<file path="config.mk">
export PLATFORM = sky130hd
export DESIGN_NAME = bfp_comp_exp_stream
export DESIGN_NICKNAME = d
export VERILOG_FILES = /design/src/rtl/bfp_comp_exp_stream.sv
export SDC_FILE = /design/constraint.sdc
export NUM_CORES = 2
export LEC_CHECK = 0
export BUFFER_PORTS_ARGS = -buffer_cell sky130_fd_sc_hd__buf_2
export CAP_MARGIN = 25
export CORE_AREA = 10 10 467 469
export CTS_BUF_LIST = sky130_fd_sc_hd__clkbuf_16
export CTS_CLUSTER_DIAMETER = 30
export CTS_CLUSTER_SIZE = 25
export DETAILED_ROUTE_END_ITERATION = 10
export DIE_AREA = 0 0 477 479
export GPL_TIMING_DRIVEN = 1
export PLACE_DENSITY_LB_ADDON = 0.08
export SLEW_MARGIN = 25
export SYNTH_ARGS = -nofsm -noshare
export SYNTH_HDL_FRONTEND = slang
export SYNTH_SLANG_ARGS = --single-unit
export TNS_END_PERCENT = 20
</file>
<file path="constraint.sdc">
create_clock -name clk -period 15.45 [get_ports clk]
set_input_delay 3.09 -clock clk [delete_from_list [all_inputs] [get_ports clk]]
set_output_delay 3.09 -clock clk [all_outputs]
set_load 0.01 [all_outputs]
</file>
<file path="src/rtl/bfp_comp_exp_stream.sv">
// Block-floating-point compressor: one shared exponent per block,
// rounded/saturated mantissas, valid/ready on both sides.
module bfp_comp_exp_stream #(
  parameter int LANES      = 4,
  parameter int SAMPLE_W   = 16,
  parameter int BEATS      = 6,
  parameter int EXP_W      = 4,
  parameter int FIFO_DEPTH = 16
) (
  input  logic                          clk,
  input  logic                          rst,
  input  logic [LANES*SAMPLE_W-1:0]     din_data,
  input  logic                          din_valid,
  input  logic                          din_last,
  output logic                          din_ready,
  output logic [LANES*SAMPLE_W-1:0]     dout_data,
  output logic [EXP_W-1:0]              dout_exp,
  output logic                          dout_first,
  output logic                          dout_last,
  output logic                          dout_valid,
  input  logic                          dout_ready,
  input  logic [$clog2(SAMPLE_W+1)-1:0] ud_iq_width,
  input  logic                          sat_clear,
  output logic [15:0]                   sat_count
);

  localparam int DW = LANES * SAMPLE_W;
  localparam int WW = $clog2(SAMPLE_W + 1);
  localparam int CW = (BEATS > 1) ? $clog2(BEATS) : 1;
  localparam int AW = (FIFO_DEPTH > 1) ? $clog2(FIFO_DEPTH) : 1;
  localparam int NW = $clog2(FIFO_DEPTH + 1);
  localparam int SW = $clog2(LANES + 1);
  localparam int EW = DW + 3;

  function automatic logic [AW-1:0] nxt(input logic [AW-1:0] p);
    return (p == AW'(FIFO_DEPTH - 1)) ? '0 : p + 1'b1;
  endfunction

  logic [CW-1:0]       cnt_q, cnt_d;
  logic [SAMPLE_W-1:0] max_q, max_d;
  logic [WW-1:0]       w_q, w_d;
  logic [SAMPLE_W-1:0] smp, mag;
  logic [WW-1:0]       nbits;
  logic [EXP_W-1:0]    exp_new;
  logic                accept, close, byp_in;

  logic [EW-1:0]       mem_q [FIFO_DEPTH];
  logic [AW-1:0]       wp_q, rp_q;
  logic [NW-1:0]       fcnt_q;
  logic [EW-1:0]       head;

  logic [EXP_W-1:0]    eq_exp_q [2];
  logic [WW-1:0]       eq_w_q [2];
  logic                eq_wp_q, eq_rp_q;
  logic [1:0]          ecnt_q;
  logic                pop, eq_pop, eq_push;

  logic                s1_vld_q, s1_first_q, s1_last_q;
  logic [DW-1:0]       s1_data_q;
  logic [EXP_W-1:0]    s1_exp_q;
  logic [WW-1:0]       s1_w_q;
  logic                s1_rdy, out_rdy, load;

  logic                vld_q, first_q, last_q;
  logic [DW-1:0]       data_q;
  logic [EXP_W-1:0]    exp_q;
  logic [15:0]         sat_q;
  logic [16:0]         sat_sum;

  logic signed [SAMPLE_W:0] xs, rnd, sum, q, hi, lo;
  logic [DW-1:0]       mant;
  logic [SW-1:0]       nsat;
  logic                byp_out;

  assign din_ready = !rst && (fcnt_q != NW'(FIFO_DEPTH)) && (ecnt_q != 2'd2);
  assign accept    = din_valid && din_ready;

  // Running max merges the current beat so the closing beat can push its exponent
  always_comb begin
    smp   = '0;
    mag   = '0;
    max_d = (cnt_q == '0) ? '0 : max_q;
    w_d   = (cnt_q == '0) ? ud_iq_width : w_q;
    for (int l = 0; l < LANES; l++) begin
      smp = din_data[DW-1-l*SAMPLE_W -: SAMPLE_W];
      mag = smp[SAMPLE_W-1] ? ~smp : smp;
      if (mag > max_d) max_d = mag;
    end
    nbits = WW'(1);
    for (int i = 0; i < SAMPLE_W; i++)
      if (max_d[i]) nbits = WW'(i + 2);
    byp_in  = (w_d == '0) || (w_d >= WW'(SAMPLE_W));
    exp_new = '0;
    if (!byp_in && nbits > w_d) exp_new = EXP_W'(nbits - w_d);
    close = din_last || (cnt_q == CW'(BEATS - 1));
    cnt_d = cnt_q;
    if (accept) cnt_d = close ? '0 : cnt_q + 1'b1;
  end

  assign head    = mem_q[rp_q];
  assign out_rdy = !vld_q || dout_ready;
  assign s1_rdy  = !s1_vld_q || out_rdy;
  assign pop     = (fcnt_q != '0) && (ecnt_q != '0) && s1_rdy;
  assign eq_pop  = pop && head[EW-3];
  assign eq_push = accept && close;
  assign load    = out_rdy && s1_vld_q;

  always_comb begin
    mant    = '0;
    nsat    = '0;
    xs      = '0;
    sum     = '0;
    q       = '0;
    byp_out = (s1_w_q == '0) || (s1_w_q >= WW'(SAMPLE_W));
    hi      = ((SAMPLE_W+1)'(1) << (s1_w_q - 1'b1)) - 1'b1;
    lo      = ~hi;
    rnd     = '0;
    if (s1_exp_q != '0) rnd = (SAMPLE_W+1)'(1) << (s1_exp_q - 1'b1);
    for (int l = 0; l < LANES; l++) begin
      xs  = {s1_data_q[DW-1-l*SAMPLE_W], s1_data_q[DW-1-l*SAMPLE_W -: SAMPLE_W]};
      sum = xs + rnd;
      q   = sum >>> s1_exp_q;
      if (byp_out) begin
        mant[DW-1-l*SAMPLE_W -: SAMPLE_W] = s1_data_q[DW-1-l*SAMPLE_W -: SAMPLE_W];
      end else if (q > hi) begin
        mant[DW-1-l*SAMPLE_W -: SAMPLE_W] = hi[SAMPLE_W-1:0];
        nsat = nsat + 1'b1;
      end else if (q < lo) begin
        mant[DW-1-l*SAMPLE_W -: SAMPLE_W] = lo[SAMPLE_W-1:0];
        nsat = nsat + 1'b1;
      end else begin
        mant[DW-1-l*SAMPLE_W -: SAMPLE_W] = q[SAMPLE_W-1:0];
      end
    end
    sat_sum = {1'b0, sat_q} + 17'(nsat);
  end

  always_ff @(posedge clk) begin
    if (accept) mem_q[wp_q] <= {cnt_q == '0, din_last, close, din_data};
    if (eq_push) begin
      eq_exp_q[eq_wp_q] <= exp_new;
      eq_w_q[eq_wp_q]   <= w_d;
    end
  end

  always_ff @(posedge clk) begin
    if (rst) begin
      cnt_q      <= '0;
      max_q      <= '0;
      w_q        <= '0;
      wp_q       <= '0;
      rp_q       <= '0;
      fcnt_q     <= '0;
      eq_wp_q    <= 1'b0;
      eq_rp_q    <= 1'b0;
      ecnt_q     <= '0;
      s1_vld_q   <= 1'b0;
      s1_first_q <= 1'b0;
      s1_last_q  <= 1'b0;
      s1_data_q  <= '0;
      s1_exp_q   <= '0;
      s1_w_q     <= '0;
      vld_q      <= 1'b0;
      first_q    <= 1'b0;
      last_q     <= 1'b0;
      data_q     <= '0;
      exp_q      <= '0;
      sat_q      <= '0;
    end else begin
      cnt_q <= cnt_d;
      if (accept) begin
        max_q <= max_d;
        w_q   <= w_d;
        wp_q  <= nxt(wp_q);
      end
      if (pop) rp_q <= nxt(rp_q);
      fcnt_q <= fcnt_q + NW'(accept) - NW'(pop);
      if (eq_push) eq_wp_q <= ~eq_wp_q;
      if (eq_pop) eq_rp_q <= ~eq_rp_q;
      ecnt_q <= ecnt_q + 2'(eq_push) - 2'(eq_pop);
      if (s1_rdy) s1_vld_q <= pop;
      if (pop) begin
        s1_data_q  <= head[DW-1:0];
        s1_first_q <= head[EW-1];
        s1_last_q  <= head[EW-2];
        s1_exp_q   <= eq_exp_q[eq_rp_q];
        s1_w_q     <= eq_w_q[eq_rp_q];
      end
      if (out_rdy) vld_q <= s1_vld_q;
      if (load) begin
        data_q  <= mant;
        exp_q   <= s1_exp_q;
        first_q <= s1_first_q;
        last_q  <= s1_last_q;
      end
      if (sat_clear) sat_q <= '0;
      else if (load) sat_q <= sat_sum[16] ? 16'hFFFF : sat_sum[15:0];
    end
  end

  assign dout_valid = vld_q;
  assign dout_data  = data_q;
  assign dout_exp   = exp_q;
  assign dout_first = first_q;
  assign dout_last  = last_q;
  assign sat_count  = sat_q;

endmodule

</file>
==> results.yml <==
status:
  run_status: "completed"
synth:
  syn_inst: 4420
  seq_area_frac_synth_pct: 59.26
  synth_top_area_share_pct: 52.57
  async_flop_share_pct: 0
  yosys_warnings: 0
  synth_edf_count: 1090
  ys.flop_type: "edfxtp_1"
  ys_top_cells_by_count: "edfxtp_1, nand2_1, a21oi_1, mux4_2, ha_1"
  syn_avg_cell_area_um2: 14.09
  synth_area_leader_cell: "edfxtp_1"
  yosys-top-cells-area: "edfxtp_1, mux4_2, dfxtp_1"
  synth.most_common_cell: "edfxtp_1"
  syn_area_mm2: 0.06226
  synth_cell_type_count: 100
  synth_seq_cells: 1298
worst_setup_path:
  required_ns: 16.09
  crit_family: "compound AO/OA/AOI/OAI gates"
  slowest_delay_ns: 0.58
  rr_startpoint: "cnt_q[0]"
  rrSetupSlack_ns: 2.44
  crit_path_end_kind: "register"
  critical_path_buf_inv_count: 5
  critPathLaunchType: "primary input"
  critPathKind: "in -> reg"
  cp.arrival_ns: 15.17
  worstPathMaxFanout: 18
  rr_worst_depth: 56
  slowest_stage: "or4_4"
  r2r_end: "eq_exp_q[1][2]"
timing:
  fin_crit_ns: 14.53
  worstMarginPinSlew_ns: 1.047
  fmax_mhz: 68.81
  rsz0062_at_grt: "false"
  finalCritPeriodShare_pct: 94.07
  hold_viol_final: 0
  slew_violations: 0
  relSlewSlack_pct: 30.20
  finalSetupViolCount: 0
  fin_skew_ns: 0.05857
  setup_tns_ns: 0
  holdWs_ns: 0.4522
cts:
  cts_setup_buffers: 0
  htreeDepth: 5
  clockRootBuffer: "clkbuf_16"
  holdBufCountCts: 0
  cts_tree: "done"
  cts.sinks: 1298
  cts_buffers: 346
  clk_latency_ns: 0.94
  cts_resized: 0
  clkTransAtPathRegs_ns: 0.04
  clockBufferDepth: 4
placement:
  port_buffers: 162
  gp_congestion: 0.8616
  post_dp_cell_area_mm2: 0.06687
  dpl.hpwl_um: 140000
power_and_ir_drop:
  peakVddDrop_v: 0.0001195
  power_mw: 16.71
  power.leakage_nw: 28.06
  powerDensity_mw_per_mm2: 213.4
die:
  die_width_um: 477
  die_area_mm2: 0.2285
  top_level_ports: 163
  start_util_pct: 29.83
  chipHeight_um: 479
  core_mm2: 0.2087
  rows: 168
detailed_routing:
  wl_um: 216700
  drt_iter0_markers: 3125
  routedWlPerCell_um: 27.49
  vias: 40260
  drt_drc_violations_left: 0
  dr.pass1.iters: 6
  postRouteAntennaNets: 0
  vias_per_cell: 5.107
global_route:
  grt_max_degree: 118
  grt_remaining_overflow: 0
  grt_usage_pct: 18.49
  grt_pass1_vias: 41420
  grt_antenna_before_repair: 28
  grt_pass1_wl_um: 308500
finish:
  utilization_pct: 37.50
  fin_nets: 5171
  drive_gt1_share_pct: 24.56
  final_area_mm2: 0.07828
  area_growth_pct: 25.74
min_path:
  hp-class: "reg -> reg"
  whs_endpoint: "dout_last"
  min_from: "dout_last"
  hold_depth: 2
job:
  drv_cap: 0
## metal layers
| metal | vias to the layer above | global-route usage, % | wire length, um |
|---|---|---|---|
| met1 | 20542 | 25.09 | 98100 |
| met4 | 22 | 6.698 | 7314 |
| met5 | - | 0 | 138 |
| met3 | 374 | 4.136 | 11600 |
| met2 | 1142 | 29.01 | 99570 |
| li1 | 18180 | - | - |
## cells by family (layout without fill, tap and decap cells)
kind of cell | count (synthesis) | in the layout | share of synthesized area [%]
buffers and inverters | 378 | 1028 | 2.357
AO/OA/AOI/OAI | 943 | 943 | 9.542
AND/OR/NAND/NOR | 912 | 912 | 6.638
other | 1 | 9 | 0.006023
adder cells (fa/ha/maj) | 291 | 291 | 5.933
flip-flops | 1298 | 1298 | 59.26
XOR/XNOR | 148 | 148 | 2.082
multiplexers | 449 | 449 | 14.18
## worst reg2reg max path, delay by kind of cell, from the launching register on
| family | cells | cell delay [ns] |
|---|---|---|
| compound gates | 23 | 5.40 |
| fa+ha+maj | 6 | 1.72 |
| buf+inv | 5 | 0.82 |
| flops | 1 | 0.39 |
| simple gates | 22 | 4.38 |
## placed cells by master, fill, tap and decap left out, types with 14 or more instances in the layout
cell type   Yosys  routed
edfxtp_1     1090    1090
clkbuf_16       0     357
nand2_1       355     354
mux4_2        344     344
a21oi_1       344     343
ha_1          284     284
nor2_1        242     227
dfxtp_1       208     200
o21ai_0       176     176
buf_2           3     161
inv_1         123     160
buf_4           2     104
mux2i_1        89      88
xor2_1         84      84
nor3_1         86      81
clkinv_2        0      69
xnor2_1        64      64
clkinv_1        4      60
a211oi_1       58      58
a21o_1         46      46
nand3_1        46      46
a22oi_1        45      45
bufinv_16       0      44
a221oi_1       35      35
and2_1         31      31
o21a_1         31      31
o21bai_1       29      29
and3_1         28      28
clkinvlp_4      0      27
o211ai_1       24      24
nor2b_1        23      22
a31oi_1        20      20
nand2b_1       22      20
nor4_1         15      15
clkinv_4        0      15
nand4_1        14      14
## flip-flops by register name, indices dropped and copies added (netlist names), 2 cells and up, named ones only
| name | flops |
|---|---|
| s1_exp_q | 4 |
| w_q | 5 |
| rp_q | 4 |
| fcnt_q | 5 |
| sat_count | 16 |
| cnt_q | 3 |
| dout_exp | 4 |
| mem_q | 1072 |
| ecnt_q | 2 |
| max_q | 16 |
| s1_w_q | 5 |
| s1_data_q | 64 |
| eq_exp_q | 8 |
| wp_q | 4 |
| eq_w_q | 10 |
| dout_data | 64 |
## worst max path at each step
stage                       from        endpoint  slack [ns]  cells past startpoint
floorplan           din_data[63]  eq_exp_q[0][2]        1.23                     62
global placement    din_data[63]  eq_exp_q[1][2]        0.30                     57
detailed placement  din_data[63]  eq_exp_q[1][2]        0.23                     54
CTS                 din_data[63]  eq_exp_q[1][2]        1.16                     57
global route        din_data[63]  eq_exp_q[1][2]        0.05                     54
finish              din_data[63]  eq_exp_q[1][2]        0.92                     54
## power by group
group	internal, mW	switching [mW]	leakage, nW
clock network	4.86	2.08	5.70
registers	4.00	0.220	11.5
logic	1.95	3.60	10.9
## cell type report
| type | count | area (um^2) |
|---|---|---|
| diodes | 5 | 12.51 |
| clock buffers | 357 | 8934 |
| clock inverters | 259 | 2460 |
| fillers | 19732 | 130400 |
| inverters | 130 | 493.0 |
| multi-input cells | 2747 | 24080 |
| flip-flops and latches | 1298 | 36920 |
| well taps | 2805 | 3510 |
| repair buffers | 282 | 1873 |
## metrics by stage
stage	setup WS (ns)	std cells
2_1_floorplan	1.233	4423
3_3_place_gp	0.2951	7259
3_5_place_dp	0.2344	7262
4_1_cts	1.156	7878
5_1_grt	0.04816	7880
6_report	0.9166	7883
Power figures use the tool's default switching activity.
